`config.mk`:
```
export PLATFORM = sky130hd
export DESIGN_NAME = btn_debounce_pulse
export DESIGN_NICKNAME = d
export VERILOG_FILES = /design/src/rtl/btn_debounce_pulse.sv
export SDC_FILE = /design/constraint.sdc
export NUM_CORES = 1
export LEC_CHECK = 0
export ABC_CLOCK_PERIOD_IN_PS = 4050
export CAP_MARGIN = 20
export CORE_UTILIZATION = 50
export CTS_BUF_LIST = sky130_fd_sc_hd__clkbuf_4 sky130_fd_sc_hd__clkbuf_8
export CTS_CLUSTER_SIZE = 14
export DETAILED_ROUTE_END_ITERATION = 10
export PLACE_DENSITY = 0.64
export SLEW_MARGIN = 40
export SYNTH_ARGS = -nofsm -noshare
export SYNTH_HDL_FRONTEND = slang
export SYNTH_SLANG_ARGS = --single-unit
```
`constraint.sdc`:
```
create_clock -name clk -period 4.05 [get_ports clk]
set_input_delay 0.405 -clock clk [delete_from_list [all_inputs] [get_ports clk]]
set_output_delay 0.405 -clock clk [all_outputs]
set_load 0.02 [all_outputs]
```
`src/rtl/btn_debounce_pulse.sv`:
```
// Push-button conditioner: synchronizer, counter debounce, edge pulses
// and press-and-hold auto-repeat feeding the control FSM's x input.
module btn_debounce_pulse #(
  parameter int CNT_MAX    = 2000000,
  parameter int REP_DELAY  = 50000000,
  parameter int REP_PERIOD = 10000000,
  parameter bit ACTIVE_LOW = 1'b0
) (
  input  logic clk,
  input  logic rst,
  input  logic btn_raw,
  output logic level,
  output logic press_pulse,
  output logic release_pulse,
  output logic rep_pulse
);

  localparam int HMAX = (REP_DELAY > REP_PERIOD) ? REP_DELAY : REP_PERIOD;
  localparam int DW   = $clog2(CNT_MAX);
  localparam int HW   = $clog2(HMAX);

  localparam logic [DW-1:0] D_LAST = DW'(CNT_MAX - 1);
  localparam logic [HW-1:0] H_DLY  = HW'(REP_DELAY - 1);
  localparam logic [HW-1:0] H_PER  = HW'(REP_PERIOD - 1);

  typedef enum logic [1:0] {
    S_IDLE,
    S_DELAY,
    S_REPEAT
  } state_t;

  logic          r_s1;
  logic          r_s2;
  logic          r_level;
  logic [DW-1:0] r_dcnt;
  logic          r_press;
  logic          r_rel;
  logic          r_rep;
  logic [HW-1:0] r_hcnt;
  state_t        r_state;

  logic          w_b;
  logic          w_diff;
  logic          w_flip;
  logic          w_press;
  logic          w_rel;
  state_t        w_state_n;
  logic [HW-1:0] w_hcnt_n;
  logic          w_rep_n;

  assign w_b     = btn_raw ^ ACTIVE_LOW;
  assign w_diff  = r_s2 ^ r_level;
  assign w_flip  = w_diff && (r_dcnt == D_LAST);
  assign w_press = w_flip && r_s2;
  assign w_rel   = w_flip && !r_s2;

  always_ff @(posedge clk or posedge rst) begin
    if (rst) begin
      r_s1    <= 1'b0;
      r_s2    <= 1'b0;
      r_level <= 1'b0;
      r_dcnt  <= '0;
      r_press <= 1'b0;
      r_rel   <= 1'b0;
    end else begin
      r_s1    <= w_b;
      r_s2    <= r_s1;
      r_press <= w_press;
      r_rel   <= w_rel;
      if (!w_diff) begin
        r_dcnt <= '0;
      end else if (w_flip) begin
        r_dcnt  <= '0;
        r_level <= r_s2;
      end else begin
        r_dcnt <= r_dcnt + DW'(1);
      end
    end
  end

  // Release overrides any repeat that falls due on the same edge
  always_comb begin
    w_state_n = r_state;
    w_hcnt_n  = r_hcnt;
    w_rep_n   = 1'b0;
    unique case (r_state)
      S_IDLE: begin
        if (w_press) begin
          w_state_n = S_DELAY;
          w_hcnt_n  = '0;
        end
      end
      S_DELAY: begin
        if (r_hcnt == H_DLY) begin
          w_rep_n   = 1'b1;
          w_hcnt_n  = '0;
          w_state_n = S_REPEAT;
        end else begin
          w_hcnt_n = r_hcnt + HW'(1);
        end
      end
      S_REPEAT: begin
        if (r_hcnt == H_PER) begin
          w_rep_n  = 1'b1;
          w_hcnt_n = '0;
        end else begin
          w_hcnt_n = r_hcnt + HW'(1);
        end
      end
      default: begin
        w_state_n = S_IDLE;
        w_hcnt_n  = '0;
      end
    endcase
    if (w_rel) begin
      w_state_n = S_IDLE;
      w_hcnt_n  = '0;
      w_rep_n   = 1'b0;
    end
  end

  always_ff @(posedge clk or posedge rst) begin
    if (rst) begin
      r_state <= S_IDLE;
      r_hcnt  <= '0;
      r_rep   <= 1'b0;
    end else begin
      r_state <= w_state_n;
      r_hcnt  <= w_hcnt_n;
      r_rep   <= w_rep_n;
    end
  end

  assign level         = r_level;
  assign press_pulse   = r_press;
  assign release_pulse = r_rel;
  assign rep_pulse     = r_rep;

endmodule

```
## After elaboration in Yosys (flattened, before gate mapping)

Cells that the tools add are included.

| word-level totals | value |
|---|---|
| flip-flop bits (word level) | 55 |
| output and inout port bits | 4 |
| logic and storage cells | 42 |

| operators by class | value |
|---|---|
| $add $sub $neg | 2 |
| equality and inequality tests | 8 |
| mux-type cells | 15 |
| bitwise operators | 1 |
| reductions and logical operators | 7 |

Operators with widths:

| kind | count |
|---|---|
| 26-bit 2-to-1 mux | 4 |
| 26-bit one-hot mux with 3 select lines | 1 |
| 21-bit 2-to-1 mux | 2 |
| 26-bit by 1-bit adder with 26-bit output (second input constant) | 1 |
| 26-bit by 24-bit equality test with 1-bit output (second input constant) | 1 |
| 26-bit equality test (second input constant) | 1 |
| 21-bit by 1-bit adder with 21-bit output (second input constant) | 1 |
| 21-bit equality test (second input constant) | 1 |
| 2-bit 2-to-1 mux | 3 |
| 3-bit inequality test (second input constant) | 2 |
| 2-bit one-hot mux with 3 select lines | 1 |
| 1-bit logical AND | 3 |
| 1-bit 2-to-1 mux | 3 |
| 3-bit AND reduction | 1 |
| 2-bit by 1-bit equality test with 1-bit output (second input constant) | 1 |
| 2-bit equality test (second input constant) | 1 |
| 2-bit logical NOT | 1 |
| 2-bit inequality test (second input constant) | 1 |
| 1-bit one-hot mux with 2 select lines | 1 |
| 2-bit AND reduction | 1 |
| 1-bit logical NOT | 1 |
| 1-bit bitwise XOR | 1 |

## Longest topological paths before layout

Gate-level depths: netlist (run 1).

| logic depth | value |
|---|---|
| depth after elaboration | 6 |
| depth in mapped cells | 8 |
| mapped depth without buffers | 7 |

## Worst setup path before layout (run 1)

OpenSTA, ideal clock, no wires.

| path | value |
|---|---|
| kind | reg2reg |
| start point | register r_hcnt[16] |
| end point | register r_hcnt[9] |
| setup time | 0.128 ns |
| data arrival time | 2.126 ns |
| path slack | 1.797 ns |
| cell stages (with the launch flop) | 8 |
| buffers on the path | 1 |
| cell sequence | dfrtp_1 or4_1 or4_4 o21ai_4 a21oi_4 buf_6 a31oi_1 o31ai_1 |

| on the way | value |
|---|---|
| longest elaborated chain between the ends | 4 |
| elaborated cells on any way between the ends | 6 |
| those cells by class | eq/ne (2); mux (4) |

RTL lines:

| item | line | RTL |
|---|---|---|
| start, declared | 39 | `logic [HW-1:0] r_hcnt;` |
| start signal, assigned | 129 | `r_hcnt <= w_hcnt_n;` |
| 26-bit by 24-bit equality test with 1-bit output or 26-bit equality test (tied branches) | 103, 94 |  |
| 26-bit 2-to-1 mux, on equally long branches | 103, 94 |  |
| 26-bit one-hot mux with 3 select lines (*) | 86 | `unique case (r_state)` |
| 26-bit 2-to-1 mux (*) | 115 | `if (w_rel) begin` |

Mark *: on every way between the ends. The rest lies on a longest branch, timed or not.
A chain may end at the register's enable or synchronous reset.

## Worst setup path after layout (run 1)

| path | value |
|---|---|
| start point | register r_hcnt[16] |
| end point | register r_hcnt[16] |

| on the way | value |
|---|---|
| longest elaborated chain between the ends | 4 |
| elaborated cells on any way between the ends | 7 |
| those cells by class | add/sub (1); eq/ne (2); mux (4) |

RTL lines:

| item | line |
|---|---|
| 26-bit by 1-bit adder with 26-bit output, or another cell as far along | 99, 107 |
| 26-bit 2-to-1 mux, on equally long branches | 103, 94 |
| 26-bit one-hot mux with 3 select lines (*) | 86 |
| 26-bit 2-to-1 mux (*) | 115 |

Marked as above.

==> metrics list, run 1 <==
- Fin. max-slew vios: 0
* Netlist area before placement: 3010 sq um
- Skew-Pair Late Insertion Delay: 0.31 ns
- IO Port Bufs: 6
- Once the clock tree was built, the setup fixing pass inserted 0 buffers.
- Power density relative to cell area: between 200 and 300 nW/um^2
* Cell taking the most area after synthesis: dfrtp_1
- During synthesis, Yosys emitted a total of 0 warnings.
* Type of destination of the critical path: flop
* Boundary Pins: 7
* HPWL Detailed: around 4400 microns
- Num CTS Buffers: 5
- Walking the worst path, the cells encountered are or4_1 -> or4_4 -> o21ai_4 -> a21oi_4 -> nand2_4 -> o311ai_0.
* Max Cap Violations: 0
- In the global route stage, overall resource usage came out at 0.222.
* Global-route wire length before repair: 11000 microns
- The congestion estimate from routability-driven global placement came to 0.893.
* CP arrival: 2.77 ns
- The total overflow left after global routing is 0.
- In the routed design, unresolved DRC markers number 0.
- TritonCTS clock tree: yes
- Between clock sinks in the finished design, the worst skew comes to about 0.0084 ns.
- The final-report hold violation count is 0.
- Actual transition at the worst max-transition pin: 0.716 ns
- Most common cell after layout, fill and taps aside: dfrtp_1
- Post-CTS repair changed the size of 0 cells.
- Setup repair after global routing missed its margin: no
* Vias in the first global route: 2350
- Dividing the final minimum period by the clock period gives 0.638.
* DRC violation total after the first TritonRoute iteration: 95
* Post-synth top area share: 0.457
- Sequential cell area fraction in the yosys report: 0.457
- Detailed-routing iteration count for the pre-antenna-repair pass: 4
* Total Wirelength: 6400 microns
* Clock Pin Slew Worst Setup and Hold Paths: 0.11 ns
- The most used flip-flop cell after synthesis is dfrtp_1.
* Antenna violations before repair: 0
- Yosys mapped a number of flops with a built-in enable equal to 0.
- The smallest clock period supported by the final layout is computed as 2.58 ns.
- Kind of critical path: flop to flop
* Final cell count without fillers: 405
- Number of hold buffers added after CTS: 0
- Yosys mapped the design onto 48 distinct sky130hd cell types.
- At the placement stage, the worst setup path has a slack of ~1.4 ns.
- The floorplan has 27 rows.
* Fin worst setup slack: approximately 1.5 ns
* Outcome: finished clean
- The synthesized design contains 55 register bits.
* Sink count of the clock tree: 55
- Height of the die: 79.6 microns
- Antenna diode instance count: 0
- Antenna-violating nets left: 0
* Fraction of final layout cells with drive strength greater than 1: 0.0691
* Top library cells by usage in the layout, fill and taps aside: dfrtp_1, nand3_1, nand2_1
* Post-Route Setup TNS: 0 ns
- In the final routed layout, each cell accounts on average for around 16 microns.
- In the synthesized netlist the async set-or-reset flop fraction comes to 1.00.
- Overall power consumption after layout is estimated at 903 uW.
- Most area-consuming cells after synthesis: dfrtp_1, nand3_1, nand2_1
- The analysis attributes to cell leakage a power of 1.29 nW.
- Effective utilization at floorplan: 0.534
- Synthesis produced a netlist whose cell count is 324.
* Path category of the worst min-delay check: flop to flop
- The die is 79.6 microns wide.
* Fmax achieved: 387 MHz
- Die area: 6340 sq um
* Area growth from synthesis to layout: 7.31%
* Startpoint kind of the worst setup timing path: flop
* Critical Path Fanout Max: 23
- Via count: around 2400
- The slowest stage of the critical path is the or4_1 cell.
- STA puts the critical path data required time at ~4.2 ns.
* Maximum clock path buffer count: 2
- Final setup fails: 0
- Maximum level of the CTS H-tree: 2
- Maximum number of pins on one net before global-route repair: 32
- In this run the tightest slew margin relative to its limit is 0.519.
- The region available for standard cell placement spans 5640 sq um.
* Cells on Worst Hold Path: 0
- Crit-path max cell delay: 0.56 ns
* Clk Tree Root Cell: clkbuf_8
- Core utilization of the finished layout: 0.573
- In the routed layout, each cell is associated on average with a via count of around 6.
* Final nets: 341
- Post-Synthesis Net Count: approximately 330
* Peak VDD IR: 0.176 mV
- For the worst flop-to-flop path, the logic depth is 6.
* Average size of a mapped cell: 9.30 sq um
* Cells after DPL: 397
worst max-delay path, delay by kind of cell (launching register included):
family           cells  cell delay [ns]
flip-flops           1             0.45
AO/OA/AOI/OAI        3             0.62
AND/OR/NAND/NOR      3             1.36
Yosys cell counts, types with 4 or more instances:
| library cell | instances |
|---|---|
| ha_1 | 6 |
| dfrtp_1 | 55 |
| and3_1 | 6 |
| nand2_1 | 42 |
| xor2_1 | 14 |
| nor3_1 | 8 |
| o31ai_1 | 4 |
| nand4_1 | 11 |
| o311ai_1 | 9 |
| a31oi_1 | 4 |
| or4_1 | 5 |
| and2_1 | 4 |
| o21ai_0 | 5 |
| nand3_1 | 46 |
| inv_1 | 10 |
| nor2_1 | 35 |
| xnor2_1 | 7 |
report_power, final:
group / leakage, nW / switching [mW] / internal (mW)
combinational: 0.486 / 0.0168 / 0.00552
clock: 0.0452 / 0.193 / 0.132
sequential: 0.762 / 0.00403 / 0.552
total: 1.29 / 0.214 / 0.689
state kept, by name, indices dropped and copies added (netlist names):
register       count
r_hcnt            26
r_dcnt            21
r_state            2
level              1
press_pulse        1
r_s1               1
r_s2               1
release_pulse      1
rep_pulse          1
final timing paths:
path	from	slack, ns	end
hold reg to reg	r_s1$_DFF_PP0_	0.39	r_s2$_DFF_PP0_
setup reg to reg	r_hcnt[16]$_DFFE_PP0P_	1.47	r_hcnt[16]$_DFFE_PP0P_
setup / recovery	r_hcnt[16]$_DFFE_PP0P_	1.47	r_hcnt[16]$_DFFE_PP0P_
max in group asynchronous	rst	2.79	r_dcnt[8]$_DFF_PP0_
min in group asynchronous	rst	0.50	r_dcnt[18]$_DFF_PP0_
hold / removal	r_s1$_DFF_PP0_	0.39	r_s2$_DFF_PP0_
final cells by class:
cell class | instances | area, sq um
Timing Repair Buffer | 8 | 75.1
Tap cell | 72 | 90.1
Fill cell | 500 | 2410
Clock inverter | 2 | 16.3
Multi-Input combinational cell | 252 | 1560
Inverter | 10 | 37.5
Sequential cell | 55 | 1380
Clock buffer | 6 | 76.3
routing by layer:
metal / routed length, microns / share of wire / global-route usage / up-vias
met5: 0 / 0 / 0 / -
met2: 3120 / 0.49 / 0.387 / 46
met1: 2950 / 0.46 / 0.278 / 1170
met3: 205 / 0.032 / 0.0354 / 13
met4: 122 / 0.019 / 0.0745 / 0
li1: - / - / - / 1204
kinds of logic after synthesis:
group | synth area share
simple gates | 0.305
flops | 0.457
compound gates | 0.117
xor+xnor | 0.0610
buf+inv | 0.0282
fa+ha+maj | 0.0249
mux | 0.00664
metrics by stage:
stage / hold WS [ns] / cell area (sq um)
6_report: 0.389 / 3230
2_1_floorplan: 0.331 / 3010
4_1_cts: 0.404 / 3230
3_5_place_dp: 0.370 / 3140
5_1_grt: 0.402 / 3230
3_3_place_gp: 0.339 / 3140
Power figures use the tool's default switching activity.
==> run 2, diff against run 1 <==
--- a/config.mk
+++ b/config.mk
@@ -5,13 +5,13 @@
 export SDC_FILE = /design/constraint.sdc
 export NUM_CORES = 1
 export LEC_CHECK = 0
-export ABC_CLOCK_PERIOD_IN_PS = 4050
+export ABC_CLOCK_PERIOD_IN_PS = 2100
 export CAP_MARGIN = 20
 export CORE_UTILIZATION = 50
 export CTS_BUF_LIST = sky130_fd_sc_hd__clkbuf_4 sky130_fd_sc_hd__clkbuf_8
 export CTS_CLUSTER_SIZE = 14
 export DETAILED_ROUTE_END_ITERATION = 10
-export PLACE_DENSITY = 0.64
+export PLACE_DENSITY = 0.67
 export SLEW_MARGIN = 40
 export SYNTH_ARGS = -nofsm -noshare
 export SYNTH_HDL_FRONTEND = slang
==> constraint.sdc (replaced) <==
create_clock -name clk -period 2.1 [get_ports clk]
set_input_delay 0.21 -clock clk [delete_from_list [all_inputs] [get_ports clk]]
set_output_delay 0.21 -clock clk [all_outputs]
set_load 0.02 [all_outputs]
==> run 2 against run 1 <==
Compared with the run above:
- the flow now finishes with violations (negative setup slack)
- combinational power rose to 2.8 times the previous value
- via count up 13%
- die area unchanged
- critical path depth up 1
- first-iteration DRC count up 85%
- setup slack worse by 1.6 ns
- register-to-register slack worse by 1.6 ns
- routed wire length up 15%
- critical endpoint is now r_hcnt[10]$_DFFE_PP0P_
- highest routed layer unchanged
==> metrics list, run 2 (synthesized netlist as in run 1, its figures left out) <==
* Sequential share of power: 0.615
- Type of destination of the critical path: flop
- Internal power: about 1.3 mW
- The number of antenna violations at the first check in global routing is 0.
- Total count of hold-check failures in the final report: 0
- Startpoint kind of the worst setup timing path: flop
- Worst setup path startpoint: r_hcnt[16]$_DFFE_PP0P_
- From left edge to right edge, the die measures 79.6 microns.
* Failing checks: negative setup slack
* Final estimated routing congestion in global placement: 0.907
- Across every metal layer, demand over resource in global routing totals 0.257.
* Antenna diode instance count: 0
- Path category of the worst min-delay check: primary input to asynchronous set/reset pin
* Worst clock skew on the final layout: 0.00831 ns
- Data on the critical path arrives at its endpoint at 2.45 ns.
- In the layout the commonest cells are buf_4, dfrtp_1, nand3_1, nand2_1, nor2_1.
- After detailed placement, the design holds a cell count of 457.
- Lkg Pwr: 1.68 nW
- Fin. max-slew vios: 0
* Fraction of final layout cells with drive strength greater than 1: 0.255
* Critical Path Fanout Max: 10
- Sink count of the clock tree: 55
- Power density relative to cell area: 447 nW/um^2
- Worst-case headroom to the max-slew limit: 0.732
- TritonCTS built the clock tree.
- Cells along the critical path: or4_1 -> or4_4 -> o21ai_4 -> a21oi_4 -> nand2_4 -> buf_12 -> o311ai_1
- The tree is rooted in a clkbuf_8.
* Combinational fraction of design power: 0.036
- Max Cap Violations: 0
* Final nets: 408
* Post-detailed-route DRC marker count: 0
* Overflow left after global routing: 0
- For this design the total switching power over the nets is 409 uW.
- Area growth from synthesis to layout: 29.2%
- The via count of the first global-routing pass was 2649.
* Peak VDD IR: ~0.33 mV
- HPWL Detailed: 5340 microns
- In this run the critical register-to-register path is launched from r_hcnt[16]$_DFFE_PP0P_.
- After detailed routing, the total wire length is 7390 microns.
- The detailed router finished its first iteration with 176 violations.
* Standard-cell row count: 27
- CP max stage cell: or4_1
- Counting the buffers created by CTS gives 5.
- Ranked by flip-flop count, first place goes to r_hcnt.
- For this configuration, the core starts out at a cell density of 0.534.
* Clock network fraction of design power: 0.350
- The count of nets left with antenna violations once routing finished came out at 0.
- The flow ran to the end, but the final reports show violations.
- Data on the critical path is required at its endpoint by 2.29 ns.
- Leaving out fill and tap cells, the most frequent cell in the layout is buf_4.
- Via density: 5.81
* Net Sw Frac: 0.235
- Counting along the longest clock path gives a buffer depth of 2.
* Global-route wire length before repair: 12600 microns
- Critical path capture point: r_hcnt[10]$_DFFE_PP0P_
- Actual transition at the worst max-transition pin: 0.399 ns
- The number of cells on the worst reg-to-reg path is 7.
- Die area: 6340 sq um
- Static timing analysis puts the maximum clock frequency at about 440 MHz.
- Routed length per placed instance: 15.7 microns
* Boundary Pins: 7
* Worst-case register-to-register setup slack: -0.16 ns
- Placeable Area: about 5600 sq um
* Clock Pin Slew Worst Setup and Hold Paths: 0.10 ns
* Height of the die: 79.6 microns
* Post-route fraction of the period consumed by the critical path: 1.08
* Detailed-routing iteration count for the pre-antenna-repair pass: 5
- Final setup fails: 27
- Power comes to 1.74 mW.
- Skew-Pair Late Insertion Delay: ~0.31 ns
- Leading registers by flop count: r_hcnt (26), r_dcnt (21), r_state (2)
* Via count: 2744
- RR Endpoint: r_hcnt[10]$_DFFE_PP0P_
- Crit-path max cell delay: 0.52 ns
- Entering global routing, the biggest net connects 56 pins.
- Excluding fillers, the count of instances in the completed layout stands at 472.
* IO Port Bufs: 6
- The critical path in this run is classified as flop to flop.
- The smallest clock period supported by the final layout is computed as 2.26 ns.
- The register with the most flip-flops in the layout has 26 of them.
- Maximum level of the CTS H-tree: 2
* Fin worst setup slack: -0.160 ns
- Setup repair after global routing could not meet its margin everywhere.
run 2: cell count changes in the layout (fill, tap and decap cells not counted), moves of 2 or more:
cell / before / now
buf_6: 0 / 4
nand3_2: 0 / 3
nand3_1: 46 / 42
o311ai_2: 0 / 2
buf_12: 0 / 3
buf_4: 2 / 60
run 2: area by class of cell:
| cell class | instances | area [sq um] |
|---|---|---|
| Sequential cell | 55 | 1380 |
| Clock inverter | 3 | 22.5 |
| Multi-Input combinational cell | 253 | 1670 |
| Inverter | 10 | 37.5 |
| Timing Repair Buffer | 74 | 631 |
| Tap cell | 72 | 90.1 |
| Clock buffer | 5 | 68.8 |
| Fill cell | 443 | 1750 |
run 2: power groups by stage:
stage / clock [mW] / combinational (mW) / sequential, mW
after floorplan: 0 / 0.0293 / 1.09
after global placement: 0 / 0.0597 / 1.09
after detailed placement: 0 / 0.0617 / 1.09
after CTS: 0.630 / 0.0617 / 1.07
after global routing: 0.665 / 0.0718 / 1.07
final: 0.608 / 0.0621 / 1.07
run 2: metal layers:
| metal | global-route usage | vias up | wire length (microns) |
|---|---|---|---|
| li1 | - | 1338 | - |
| met1 | 0.368 | 1339 | 3510 |
| met2 | 0.397 | 63 | 3490 |
| met3 | 0.0434 | 4 | 344 |
| met4 | 0.0745 | 0 | 43 |
| met5 | 0 | - | 0 |
run 2: how the worst min path moves through the flow:
stage                                  endpoint  slack, ns  depth (start not counted)
after floorplan                  r_s1$_DFF_PP0_       0.24                          0
after global placement           r_s2$_DFF_PP0_       0.33                          0
after detailed placement         r_s2$_DFF_PP0_       0.34                          0
after CTS                 r_hcnt[4]$_DFFE_PP0P_       0.27                          3
after global routing        r_dcnt[4]$_DFF_PP0_       0.28                          3
final                     r_hcnt[0]$_DFFE_PP0P_       0.24                          3
run 2: repair_timing:
item	in CTS	in global routing
cloned	0	1
hold endpoints to repair	0	0
setup buffers	1	5
hold buffers	0	0
pin swaps	3	4
resized for setup	7	15
setup endpoints to repair	27	47
run 2: per-stage QoR:
stage               hold WS (ns)  cell area, sq um  setup WS (ns)  TNS [ns]   util
CTS                        0.271              3770         -0.147     -3.01  0.668
detailed placement         0.340              3640         -0.142     -2.73  0.645
global placement           0.335              3640        -0.0951     -1.73  0.645
finish                     0.241              3890         -0.160     -3.05  0.690
global route               0.284              3890         -0.216     -4.72  0.690
floorplan                  0.241              3030        -0.0746    -0.724      -
run 2: worst max-delay path, delay by kind of cell, from the launching register on:
| kind | cells | cell delay, ns |
|---|---|---|
| and+or+nand+nor | 3 | 1.15 |
| AOI/OAI and AO/OA | 3 | 0.44 |
| DFF | 1 | 0.39 |
| buffers and inverters | 1 | 0.14 |
==> variant 1, RTL diff (settings of run 2) <==
The parameter `ACTIVE_LOW` goes from 1'b0 to 1'b1.
--- a/src/rtl/btn_debounce_pulse.sv
+++ b/src/rtl/btn_debounce_pulse.sv
@@ -4,7 +4,7 @@
   parameter int CNT_MAX    = 2000000,
   parameter int REP_DELAY  = 50000000,
   parameter int REP_PERIOD = 10000000,
-  parameter bit ACTIVE_LOW = 1'b0
+  parameter bit ACTIVE_LOW = 1'b1
 ) (
   input  logic clk,
   input  logic rst,
Behaviour: same outputs for any inputs over 10 cycles, from zero or initial values and one cycle with rst high; that may be too few to reach the edited logic, so the function may still have changed.
==> variant 1 against run 2 <==
  * The flow still finishes with violations (negative setup slack)
  * Worst setup slack got worse by 0.034 ns
  * Count of clock-buffer cells in the layout unchanged
  * Via count up 2.3%
  * Routed wire length rose by 6.3%
  * Total power is 7.7% higher
  * Design area increased by 4.0%
  * Sequential cell count stayed put
  * Clock power rose by 22%
  * Area after synthesis down 1.7%
  * Largest power group unchanged
  * Highest routed layer unchanged
==> variant 1: results (changes against run 2) <==
| Metric | Value |
|---|---|
| Run status | finished, violations left |
| Violated checks | negative setup slack |
| Top cells by area, synth | dfrtp_1 (46%), nand3_1 (5.4%), nand2_1 (4.2%) |
| Starting DRC count in detailed routing | 259 (+47%) |
| Worst skew pair latency | 0.33 ns (+0.02 ns) |
| Final hold slack | 0.251 ns (+0.00969 ns) |
| Fin cells | 479 (+1.5%) |
| CP max stage cell | or4_4 |
| Adder-Cell Fraction of Synth Area | 0.0253 (+0.000421) |
| Met3 WL post-DR | 299 um (-13%) |
| R2r setup slk | -0.19 ns (-0.03 ns) |
| Nets@finish | 415 (+1.7%) |
| Post-synthesis compound-gate area fraction | 0.125 (+0.00705) |
| Dpl cells | 459 (+0.44%) |
| Layout cells sized above 1 | 0.327 (+0.0718) |
| Syn_area_per_cell | 9.38 um2 (+0.83%) |
| Top cells by count, synth | dfrtp_1 (55), nand2_1 (33), nand3_1 (32), nor2_1 (25), o21ai_0 (16) |
| Dpl ws | -0.222 ns (-0.0793 ns) |
| Worst-case vdd ir drop | 0.387 mV (+18%) |
| Mux contribution to synthesized area | 0.00718 (+0.000534) |
| Setup_tns | -3.44 ns (-0.382 ns) |
| WL per Instance | 16.4 um (+4.8%) |
| Wl on met1 | 3640 um (+3.8%) |
| Routed met2 length | 3780 um (+8.3%) |
| CP arrival | 2.51 ns (+0.06 ns) |
| Setup ws final | -0.194 ns (-0.0339 ns) |
| Leakage Power | 0.00183 uW (+9.1%) |
| Worst Skew | 0.0139 ns (+0.00556 ns) |
| Post_cts resized | 19 (+12) |
| Drt first pass iters | 6 (+1) |
| Vias in the first global route | 2,751 (+3.9%) |
| Sequential area share after synthesis | 0.464 (+0.00771) |
| Sw frac | 0.227 (-0.00792) |
| FILL cells | 444 (+0.23%) |
| Gp weighted congestion | 0.829 (-8.5%) |
| Final setup fails | 26 (-3.7%) |
| Reg-to-Reg End | r_hcnt[2]$_DFFE_PP0P_ |
| Distinct cells, synth | 47 (-2.1%) |
| Gr usage total | 0.268 (+0.0108) |
| Vias per cell | 5.86 (+0.77%) |
| Post-CTS setup buffer count | 4 (+3) |
| GR Util met1 | 0.362 (-0.00625) |
| Slew HR | 0.765 (+0.0338) |
| FF-to-FF Start | r_hcnt[25]$_DFFE_PP0P_ |
## variant 1: cell count changes after synthesis, moves of 3 or more
cell / change
nand3_1: -14
o2bb2a_1: -3
o311ai_1: -9
o311ai_0: +5
o21ai_0: +11
nor4_1: +5
nor2_1: -10
nand2_1: -9
or3_1: +7
xor2_1: -4
a21oi_1: +6
a21o_1: +6
## variant 1: power groups by stage
stage                     combinational (uW)  sequential [uW]  clock [uW]
after floorplan                         31.6             1090           0
after global placement                  66.4             1090           0
after detailed placement                67.5             1090           0
after CTS                               67.8             1070         743
after global routing                    75.6             1070         776
final                                   66.1             1070         739
## variant 1: cell type report
type | count | area, um2 | share of cell area
Clock inverter | 3 | 43.8 | 0.0108
Tap cell | 72 | 90.1 | 0.0222
Inverter | 12 | 45.0 | 0.0111
Multi-Input combinational cell | 241 | 1670 | 0.412
Clock buffer | 5 | 68.8 | 0.0170
Sequential cell | 55 | 1380 | 0.340
Timing Repair Buffer | 91 | 756 | 0.186
==> variant 2, RTL diff (settings of run 2) <==
Made on the original files. Reset style: synchronous (`rst`), changed in 2 clocked blocks.
--- a/src/rtl/btn_debounce_pulse.sv
+++ b/src/rtl/btn_debounce_pulse.sv
@@ -54,7 +54,7 @@
   assign w_press = w_flip && r_s2;
   assign w_rel   = w_flip && !r_s2;
 
-  always_ff @(posedge clk or posedge rst) begin
+  always_ff @(posedge clk) begin
     if (rst) begin
       r_s1    <= 1'b0;
       r_s2    <= 1'b0;
@@ -119,7 +119,7 @@
     end
   end
 
-  always_ff @(posedge clk or posedge rst) begin
+  always_ff @(posedge clk) begin
     if (rst) begin
       r_state <= S_IDLE;
       r_hcnt  <= '0;
Function: same outputs for any inputs over 10 cycles, from zero or initial values and one cycle with rst high; that may be too few to reach the edited logic, so the function may still have changed.
==> variant 2 against run 2 <==
  * The flow still finishes with violations (negative setup slack)
  * Area after synthesis shrank 10%
  * Die area down 10%
  * Design area fell by 13%
  * Global-route usage shrank 3.2 points
  * Routed wire length down 21%
  * Critical path type unchanged
  * Worst setup slack got worse by 0.13 ns
  * Clock power down 4.6%
  * First-iteration DRC count shrank 14%
  * Sequential cell count stayed put
  * Fmax shrank 5.5%
  * Combinational power fell by 40%
  * Via count fell by 12%
  * Total power decreased by 4.4%
  * Critical endpoint is now r_hcnt[11]$_SDFFE_PP0P_
==> variant 2: results (changes against run 2) <==
| Metric | Value |
|---|---|
| Largest net degree at the start of global routing | 22 (-61%) |
| Adder-Cell Fraction of Synth Area | 0.0278 (+0.00290) |
| Top cells by count, synth | dfxtp_1 (55), nor2_1 (43), nand2_1 (33), nand3_1 (24), xnor2_1 (14) |
| FF-to-FF path depth | 8 (+1) |
| Post_cts resized | 2 (-5) |
| Post-synth ARST share | 0 (-1.00) |
| Gp weighted congestion | 0.795 (-12%) |
| Clk power | 580 uW (-4.6%) |
| CP arrival | 2.58 ns (+0.13 ns) |
| Vias per cell | 5.45 (-6.3%) |
| Violated checks | negative setup slack |
| Run status | finished, violations left |
| Largest fanout on the critical path | 9 (-1) |
| DP HPWL | 4360 um (-18%) |
| CP startpoint | r_hcnt[24]$_SDFFE_PP0P_ |
| Worst setup endpoint | r_hcnt[11]$_SDFFE_PP0P_ |
| Post-CTS setup buffer count | 2 (+1) |
| Sequential area share after synthesis | 0.408 (-0.0488) |
| Worst Skew | 0.00677 ns (-0.00154 ns) |
| Gr usage total | 0.224 (-0.0324) |
| Sequential power share | 0.629 (+0.014) |
| WL per Instance | 13.2 um (-16%) |
| Setup ws final | -0.291 ns (-0.131 ns) |
| Sw frac | 0.214 (-0.0215) |
| Nets@finish | 382 (-6.4%) |
| Final setup fails | 29 (+7.4%) |
| Layout cells sized above 1 | 0.209 (-0.0464) |
| Starting DRC count in detailed routing | 152 (-14%) |
| XOR/XNOR Fraction of Synth Area | 0.0876 (+0.0266) |
[variant 2: cell types whose count changed after synthesis, moves of 4 or more]
cell	change
a22oi_1	+8
nand3_1	-22
nand2_1	-9
xnor2_1	+7
nor4b_1	+5
o21ai_0	-5
o311ai_1	-4
or4_1	-4
dfxtp_1	+55
nor2_1	+8
dfrtp_1	-55
clkbuf_1	+5
[variant 2: critical path, stage by stage (launching register included)]
cell and delay, ns:
dfxtp_1 0.32, or4_1 0.51, or4_4 0.54, o41ai_4 0.22
buf_4 0.20, a211oi_4 0.11, buf_12 0.18, a22oi_1 0.12
o21ai_1 0.09
[variant 2: kinds of logic after synthesis]
| group | count (synthesis) |
|---|---|
| adders and majority gates | 6 |
| AOI/OAI and AO/OA | 43 |
| and+or+nand+nor | 162 |
| buffers and inverters | 22 |
| xor gates and xnor gates | 27 |
| DFF | 55 |
[variant 2: layout make-up]
class | count | area (um2)
clock buffers | 6 | 76.3
clock inverters | 2 | 12.5
fillers | 451 | 1740
inverters | 12 | 45.0
multi-input cells | 238 | 1550
flip-flops and latches | 55 | 1100
well taps | 70 | 87.6
repair buffers | 61 | 523
[variant 2: stage by stage]
stage	setup TNS (ns)	area, um2	hold WS [ns]	utilization	cells
3_5_place_dp	-8.00	3280	0.462	0.638	434
3_3_place_gp	-6.57	3280	0.419	0.638	434
2_1_floorplan	-5.16	2740	0.279	-	315
4_1_cts	-7.67	3390	0.460	0.659	444
5_1_grt	-9.40	3400	0.454	0.661	444
6_report	-6.63	3400	0.467	0.661	444
[variant 2: per-layer routing]
layer,GRT usage,part of all wire
met5,0,0
met4,0.0700,0.011
met3,0.0423,0.029
met2,0.400,0.51
met1,0.273,0.45
